==> src/rtl/key_loader.sv <==
// Double-buffered key assembler: words fill a shadow register, which is committed
// to the active key once the consumer has no key or releases the current one.
module key_loader #(
  parameter int WORD_W = 32,
  parameter int KEY_W  = 512
) (
  input  logic                                iClk,
  input  logic                                iRst,
  input  logic                                iClear,
  input  logic [WORD_W-1:0]                   iWord,
  input  logic                                iWord_valid,
  output logic                                oWord_ready,
  input  logic                                iMsb_first,
  input  logic                                iKey_release,
  output logic [KEY_W-1:0]                    oKey,
  output logic                                oKey_valid,
  output logic                                oKey_loaded,
  output logic [$clog2(KEY_W/WORD_W+1)-1:0]   oFill_count,
  output logic [7:0]                          oKey_gen,
  output logic                                oOverflow
);

  localparam int N_WORDS = KEY_W / WORD_W;
  localparam int CNT_W   = $clog2(N_WORDS + 1);

  // state   | meaning
  // FILL    | shadow accepting words
  // PENDING | shadow full, waiting for the active slot to free up
  typedef enum logic {FILL, PENDING} state_t;

  state_t             state, stateNext;
  logic               accept, commit, dropWord, lastWord, msbSel, msbHeld;
  logic [CNT_W-1:0]   slot;
  logic [KEY_W-1:0]   shadow;

  assign lastWord = (oFill_count == CNT_W'(N_WORDS - 1));
  // Word order is latched on the first word so mid-key toggles are ignored.
  assign msbSel   = (oFill_count == '0) ? iMsb_first : msbHeld;
  assign slot     = msbSel ? (CNT_W'(N_WORDS - 1) - oFill_count) : oFill_count;

  always_ff @(posedge iClk or negedge iRst) begin
    if (!iRst)       state <= FILL;
    else if (iClear) state <= FILL;
    else             state <= stateNext;
  end

  always_comb begin
    stateNext   = state;
    oWord_ready = 1'b0;
    accept      = 1'b0;
    commit      = 1'b0;
    dropWord    = 1'b0;
    case (state)
      FILL: begin
        oWord_ready = 1'b1;
        accept      = iWord_valid;
        if (accept && lastWord) stateNext = PENDING;
      end
      PENDING: begin
        dropWord = iWord_valid;
        commit   = !oKey_valid || iKey_release;
        if (commit) stateNext = FILL;
      end
      default: stateNext = FILL;
    endcase
  end

  always_ff @(posedge iClk or negedge iRst) begin
    if (!iRst) begin
      shadow      <= '0;
      oKey        <= '0;
      oKey_valid  <= 1'b0;
      oKey_loaded <= 1'b0;
      oFill_count <= '0;
      oKey_gen    <= '0;
      oOverflow   <= 1'b0;
      msbHeld     <= 1'b0;
    end else if (iClear) begin
      shadow      <= '0;
      oKey        <= '0;
      oKey_valid  <= 1'b0;
      oKey_loaded <= 1'b0;
      oFill_count <= '0;
      oKey_gen    <= '0;
      oOverflow   <= 1'b0;
      msbHeld     <= 1'b0;
    end else begin
      oKey_loaded <= commit;
      if (dropWord) oOverflow <= 1'b1;
      if (accept) begin
        shadow[slot*WORD_W +: WORD_W] <= iWord;
        oFill_count <= oFill_count + 1'b1;
        if (oFill_count == '0) msbHeld <= iMsb_first;
      end
      // A release arriving with a commit is absorbed by the commit; key stays valid.
      if (commit) begin
        oKey        <= shadow;
        oKey_valid  <= 1'b1;
        oKey_gen    <= oKey_gen + 8'd1;
        shadow      <= '0;
        oFill_count <= '0;
      end else if (iKey_release && oKey_valid) begin
        oKey       <= '0;
        oKey_valid <= 1'b0;
      end
    end
  end

endmodule

==> config.mk <==
export PLATFORM = sky130hd
export DESIGN_NAME = key_loader
export DESIGN_NICKNAME = d
export VERILOG_FILES = /design/src/rtl/key_loader.sv
export SDC_FILE = /design/constraint.sdc
export NUM_CORES = 1
export LEC_CHECK = 0
export CAP_MARGIN = 30
export CORE_ASPECT_RATIO = 0.7
export CORE_MARGIN = 8
export CORE_UTILIZATION = 45
export CTS_CLUSTER_DIAMETER = 150
export CTS_CLUSTER_SIZE = 20
export DETAILED_ROUTE_END_ITERATION = 8
export PLACE_DENSITY_LB_ADDON = 0.3
export SLEW_MARGIN = 0
export SYNTH_ARGS = -nofsm -noshare
export SYNTH_HDL_FRONTEND = slang
export SYNTH_SLANG_ARGS = --single-unit
==> constraint.sdc <==
create_clock -name iClk -period 3.7 [get_ports iClk]
set_clock_uncertainty 0.2 [all_clocks]
set_input_delay 0.74 -clock iClk [delete_from_list [all_inputs] [get_ports iClk]]
set_output_delay 0.74 -clock iClk [all_outputs]
set_load 0.02 [all_outputs]
==> results.json, run 1 <==
{
  "max_slew.worst_pin.slew_ns": 0.993,
  "holdCritPathClass": "reg -> reg",
  "dp_hpwl_mm": 84.9,
  "synth_seq_area_share_pct": 68.7,
  "clkSlewWorstSetupHoldPaths_ns": 0.08,
  "worst_ep_required_time_ns": 4.06,
  "power_density_mw_per_mm2": 406,
  "syn_inst": 2696,
  "synth_edf_count": 0,
  "insertedDiodeCount": 0,
  "period_share_pct": 98.1,
  "fp.coreArea_mm2": 0.0840,
  "gp_congestion": 0.860,
  "dpl_cell_area_mm2": 0.0461,
  "ant_nets": 0,
  "hold_viol_final": 0,
  "final_cell_mix": "dfrtp_1, a22o_1, clkdlybuf4s50_1, nand2_1, buf_4",
  "drive_gt1_share_pct": 8.57,
  "status": "complete, no violations",
  "vias_per_cell": 6.29,
  "first_iter_violations": 3194,
  "die_w_um": 363,
  "synth_nets": 2738,
  "regArea_mm2": 0.0261,
  "fp.dieH_um": 259,
  "postSynthAreaPerCell_um2": 14.1,
  "synthArstFlopShare_pct": 100,
  "cts_tree": "built",
  "power.total_mw": 19.3,
  "grt_pass1_vias": 28000,
  "wl_mm": 128,
  "slew_headroom_pct": 33.6,
  "timing_worst_setup_path_type": "reg -> reg",
  "setup_viol": 0,
  "drv_slew": 0,
  "cts_buffer_depth": 3,
  "clock_insertion_delay_worst_skew_ns": 0.65,
  "endpoint_kind": "flop",
  "yosys_warnings": 0,
  "io_pins": 567,
  "leakage_nw": 21.9,
  "grt_use_met2_pct": 41.1,
  "cts_root_buffer": "clkbuf_16",
  "first_pass_iters": 5,
  "whs_ns": 0.289,
  "p_switching_mw": 4.70,
  "p_seq_share_pct": 59.3,
  "layout.cells.non_filler": 4344,
  "p_sw_share_pct": 24.3,
  "rows": 89,
  "synth_cell_types": 56,
  "max_freq_mhz": 276,
  "ys.flop_type": "dfrtp_1",
  "ir_worst_vdd_v": 0.000350,
  "hold_depth": 2,
  "synth_area_mm2": 0.0380,
  "multi_input_area_mm2": 0.0111,
  "use_met3_pct": 5.95,
  "clock_power_share_pct": 33.7,
  "area_growth_syn_to_layout_pct": 25.5,
  "yosys.area.top_type_share_pct": 68.7,
  "antenna_found_initial": 3,
  "met1_usage_pct": 37.3,
  "top_usage_layer": "met2",
  "cap_violations": 0,
  "htreeDepth": 2,
  "rsz0062_at_grt": "yes",
  "synth_top_cell_by_area": "dfrtp_1",
  "placedCellCount": 4279,
  "r2r_cells": 12,
  "initial_core_util_pct": 45.2,
  "synth.top_cells.by_area": "dfrtp_1, a22o_1, clkbuf_1",
  "worstSetupStartpointType": "flop",
  "die_area_mm2": 0.0941,
  "design_area_mm2": 0.0477,
  "grt_usage_pct": 26.4,
  "clock-sinks": 1042,
  "port_buffers": 566,
  "grt_max_degree": 109,
  "final_common_cell": "dfrtp_1",
  "grt-ovfl-total": 0,
  "fin_crit_ns": 3.63,
  "grt_pass1_wl_mm": 191,
  "cts_made_buffers": 58,
  "synth-seq-cells": 1042,
  "arrival_ns": 3.99,
  "comb_power_share_pct": 7.1,
  "vias": 27300,
  "routedWlPerCell_um": 29.5,
  "p_int_mw": 14.6,
  "nFillCells": 6619,
  "final_nets": 3246,
  "cp_max_fo": 32,
  "drc": 0
}
## state kept, by name, summed over array words and instances, names as in the netlist
register and cells:
oKey_loaded 1, oKey 512, oOverflow 1, oFill_count 5
shadow 512, oKey_gen 8, oKey_valid 1, state 1
msbHeld 1
## synthesized netlist by cell type, types with 8 or more instances
library cell and instances:
a21oi_1 16, a22o_1 824, a32o_1 33, buf_1 8
buf_2 12, clkbuf_1 251, dfrtp_1 1042, inv_1 8
mux2i_1 70, nand2_1 121, nand3_1 42, nor2_1 66
o21ai_0 35, o2bb2ai_1 66, xnor2_1 10
## final timing paths
kind | start | endpoint | slack, ns
max | oFill_count[1]$_DFFE_PN0P_ | shadow[415]$_DFFE_PN0P_ | 0.07
min | shadow[410]$_DFFE_PN0P_ | shadow[410]$_DFFE_PN0P_ | 0.29
max reg2reg | oFill_count[1]$_DFFE_PN0P_ | shadow[415]$_DFFE_PN0P_ | 0.07
min reg2reg | shadow[410]$_DFFE_PN0P_ | shadow[410]$_DFFE_PN0P_ | 0.29
max in group asynchronous | iRst | shadow[219]$_DFFE_PN0P_ | 1.66
min in group asynchronous | iRst | oKey[389]$_DFFE_PN0P_ | 0.46
## critical path, cell delays in order, from the launching register on
cell	delay [ns]
dfrtp_2	0.43
inv_4	0.07
ha_2	0.18
or4b_4	0.50
mux2i_4	0.21
a32o_2	0.30
ha_4	0.28
inv_1	0.06
a311oi_2	0.31
nand2_2	0.15
or3_1	0.43
buf_12	0.20
o21ai_0	0.19
## cell type report
cell class | count | share of cell area (%)
Multi-Input combinational cell | 1372 | 23.3
Tap cell | 1137 | 2.99
Timing Repair Buffer | 722 | 15.7
Inverter | 8 | 0.0735
Clock buffer | 60 | 3.11
Sequential cell | 1042 | 54.7
Clock inverter | 3 | 0.102
## timing repair
action / 4_1_cts / 5_1_grt
gates cloned: 1 / 0
hold endpoints to repair: 40 / 0
pin swaps: 1 / 1
endpoints found under the setup margin: 31 / 203
resized for setup: 1 / 11
buffers inserted: 0 / 0
hold buffers: 1 / 0
## layer usage
layer	vias up	part of all wire (%)
met1	14500	42
li1	11100	-
met2	1487	46
met5	-	0
met4	0	3.1
met3	230	9.0
## cells by family after synthesis
| family | synth area share, % |
|---|---|
| simple gates | 3.16 |
| fa+ha+maj | 0.158 |
| flops | 68.7 |
| compound gates | 22.8 |
| mux | 1.96 |
| xor+xnor | 0.346 |
| buf+inv | 2.92 |
## power groups by stage
stage,logic (mW),clock network (mW),registers [mW]
CTS,1.36,6.61,11.5
global placement,1.31,0,11.7
finish,1.37,6.51,11.5
floorplan,0.527,0,11.7
detailed placement,1.35,0,11.7
global route,1.46,7.02,11.5
## metrics by stage
step | util, % | TNS (ns) | setup WS [ns]
2_1_floorplan | - | 0 | 0.00438
3_3_place_gp | 54.8 | -7.22 | -0.0897
3_5_place_dp | 54.9 | -1.51 | -0.0829
4_1_cts | 56.7 | 0 | 0.0151
5_1_grt | 56.8 | 0 | 0.00151
6_report | 56.8 | 0 | 0.0708
Note: power is estimated with default switching activity, not from simulation.
==> run 2, diff against run 1 <==
--- a/config.mk
+++ b/config.mk
@@ -5,6 +5,7 @@
 export SDC_FILE = /design/constraint.sdc
 export NUM_CORES = 1
 export LEC_CHECK = 0
+export ABC_CLOCK_PERIOD_IN_PS = 3700
 export CAP_MARGIN = 30
 export CORE_ASPECT_RATIO = 0.7
 export CORE_MARGIN = 8
==> constraint.sdc (replaced) <==
create_clock -name iClk -period 3.7 [get_ports iClk]
set_clock_uncertainty 0.2 [all_clocks]
set_input_delay 0.925 -clock iClk [delete_from_list [all_inputs] [get_ports iClk]]
set_output_delay 0.925 -clock iClk [all_outputs]
set_load 0.02 [all_outputs]
==> results.json, run 2 (synthesized netlist as in run 1, its figures left out) <==
{
  "dp_hpwl_mm": 84.4,
  "cpPeakStageDelay_ns": 0.49,
  "r2r_end": "shadow[304]$_DFFE_PN0P_",
  "ir_worst_vdd_v": 0.000400,
  "power.total_mw": 19.3,
  "vias_per_cell": 6.30,
  "worstSetupStartpointType": "flop",
  "use_met3_pct": 6.47,
  "grt_max_degree": 85,
  "drv_slew": 0,
  "met1_usage_pct": 36.9,
  "leakage_nw": 22.1,
  "p_switching_mw": 4.70,
  "worst_ep_required_time_ns": 4.03,
  "largestRegisters": "oKey (512), shadow (512), oKey_gen (8)",
  "p_int_mw": 14.6,
  "wl_mm": 129,
  "grt_use_met2_pct": 40.8,
  "period_share_pct": 99.1,
  "fin_crit_ns": 3.67,
  "first_pass_iters": 5,
  "htreeDepth": 2,
  "arrival_ns": 4.00,
  "post-place-ws_ns": -0.173,
  "cts_hold_buf": 0,
  "port_buffers": 566,
  "final_nets": 3278,
  "cts_made_buffers": 58,
  "cts_root_buffer": "clkbuf_16",
  "grt_pass1_vias": 27800,
  "clock_insertion_delay_worst_skew_ns": 0.64,
  "design_area_mm2": 0.0481,
  "die_w_um": 363,
  "status": "complete, no violations",
  "slew_headroom_pct": 38.2,
  "clock-sinks": 1042,
  "drc": 0,
  "die_area_mm2": 0.0941,
  "max_freq_mhz": 273,
  "hold_viol_final": 0,
  "grt_pass1_wl_mm": 190,
  "fp.dieH_um": 259,
  "p_seq_share_pct": 59.3,
  "setup_ws_ns": 0.0325,
  "antenna_found_initial": 5,
  "r2r-start": "oFill_count[0]$_DFFE_PN0P_",
  "cp_max_fo": 15,
  "p_sw_share_pct": 24.3,
  "ant_nets": 0,
  "crit_chain": "inv_4 -> ha_4 -> or4b_4 -> mux2i_4 -> a32o_2 -> ha_4 -> inv_4 -> a311oi_4 -> buf_4 -> and2_4 -> buf_6 -> a31oi_4 -> clkbuf_16 -> a22o_1",
  "grt-ovfl-total": 0,
  "dpl_cell_area_mm2": 0.0464,
  "rsz0062_at_grt": "yes",
  "cts_buffer_depth": 3,
  "power_density_mw_per_mm2": 402,
  "crit_slowest_cell": "or4b_4",
  "rows": 89,
  "rrSetupSlack_ns": 0.03,
  "final_core_utilization_pct": 57.3,
  "max_slew.worst_pin.slew_ns": 0.923,
  "routedWlPerCell_um": 29.5,
  "whs_ns": 0.175,
  "cap_violations": 0,
  "timing_worst_setup_path_type": "reg -> reg",
  "first_iter_violations": 3055,
  "gp_congestion": 0.875,
  "endpoint_kind": "flop",
  "drive_gt1_share_pct": 9.57,
  "comb_power_share_pct": 7.5,
  "cts_tree": "built",
  "area_growth_syn_to_layout_pct": 26.8,
  "top_usage_layer": "met2",
  "grt_usage_pct": 26.4,
  "initial_core_util_pct": 45.2,
  "fp.coreArea_mm2": 0.0840,
  "holdCritPathClass": "in -> async",
  "final_cell_mix": "dfrtp_1, a22o_1, clkdlybuf4s50_1, nand2_1, buf_4",
  "vias": 27600,
  "clock_power_share_pct": 33.2,
  "setup_viol": 0,
  "final_common_cell": "dfrtp_1",
  "clkSlewWorstSetupHoldPaths_ns": 0.09,
  "nFillCells": 6523,
  "r2r_cells": 14,
  "io_pins": 567
}
run 2: cell count changes in the layout (fill, tap and decap cells not counted), sizes merged:
cell         before  now
diode             0    2
dlygate4sd3       1    0
inv              11    9
clkbuf           60   64
clkinv            0    1
a21oi            17   16
buf             156  186
run 2: what timing repair did:
action	in CTS	in global routing
cloned	0	5
pin swaps	1	7
endpoints found under the setup margin	9	248
setup buffers	0	8
resized for setup	1	30
run 2: worst max-delay path by stage:
stage | start | end | depth (start not counted)
6_report | oFill_count[0]$_DFFE_PN0P_ | shadow[304]$_DFFE_PN0P_ | 14
5_1_grt | oFill_count[1]$_DFFE_PN0P_ | shadow[316]$_DFFE_PN0P_ | 14
4_1_cts | oFill_count[0]$_DFFE_PN0P_ | shadow[398]$_DFFE_PN0P_ | 12
3_5_place_dp | iMsb_first | shadow[398]$_DFFE_PN0P_ | 10
3_3_place_gp | iMsb_first | shadow[411]$_DFFE_PN0P_ | 10
2_1_floorplan | oFill_count[0]$_DFFE_PN0P_ | shadow[60]$_DFFE_PN0P_ | 13
run 2: per-layer routing:
layer  part of all wire [%]  wire, um  vias up
met4                    3.8      4870        8
met3                     10     13100      268
met1                     41     52700    14600
met5                  0.047        61        -
met2                     45     58600     1524
li1                       -         -    11200
run 2: cell type report:
class | count | area (um2) | share of cell area [%]
clock inverters | 2 | 36.3 | 0.0754
well taps | 1137 | 1420 | 2.95
repair buffers | 755 | 8000 | 16.6
clock buffers | 60 | 1460 | 3.03
multi-input cells | 1371 | 11100 | 23.1
inverters | 8 | 37.5 | 0.0780
diodes | 2 | 5.00 | 0.0104
flip-flops and latches | 1042 | 26100 | 54.2
run 2: power groups by stage:
stage          logic [mW]  registers (mW)  clock network (mW)
2_1_floorplan       0.527            11.7                   0
3_3_place_gp         1.37            11.7                   0
3_5_place_dp         1.40            11.7                   0
4_1_cts              1.41            11.5                6.54
5_1_grt              1.54            11.5                6.94
6_report             1.45            11.5                6.43
run 2: critical path, delay by kind of cell (launching register included):
family          cells  cell delay, ns
mux                 1            0.21
simple gates        2            0.63
buf+inv             5            0.68
compound gates      4            0.97
fa+ha+maj           2            0.43
flops               1            0.43
run 2: per-stage QoR:
step                std cells  setup TNS (ns)
floorplan                2696               0
global route             4376           -1.47
finish                   4377               0
detailed placement       4300           -6.15
global placement         4299           -7.24
CTS                      4362               0
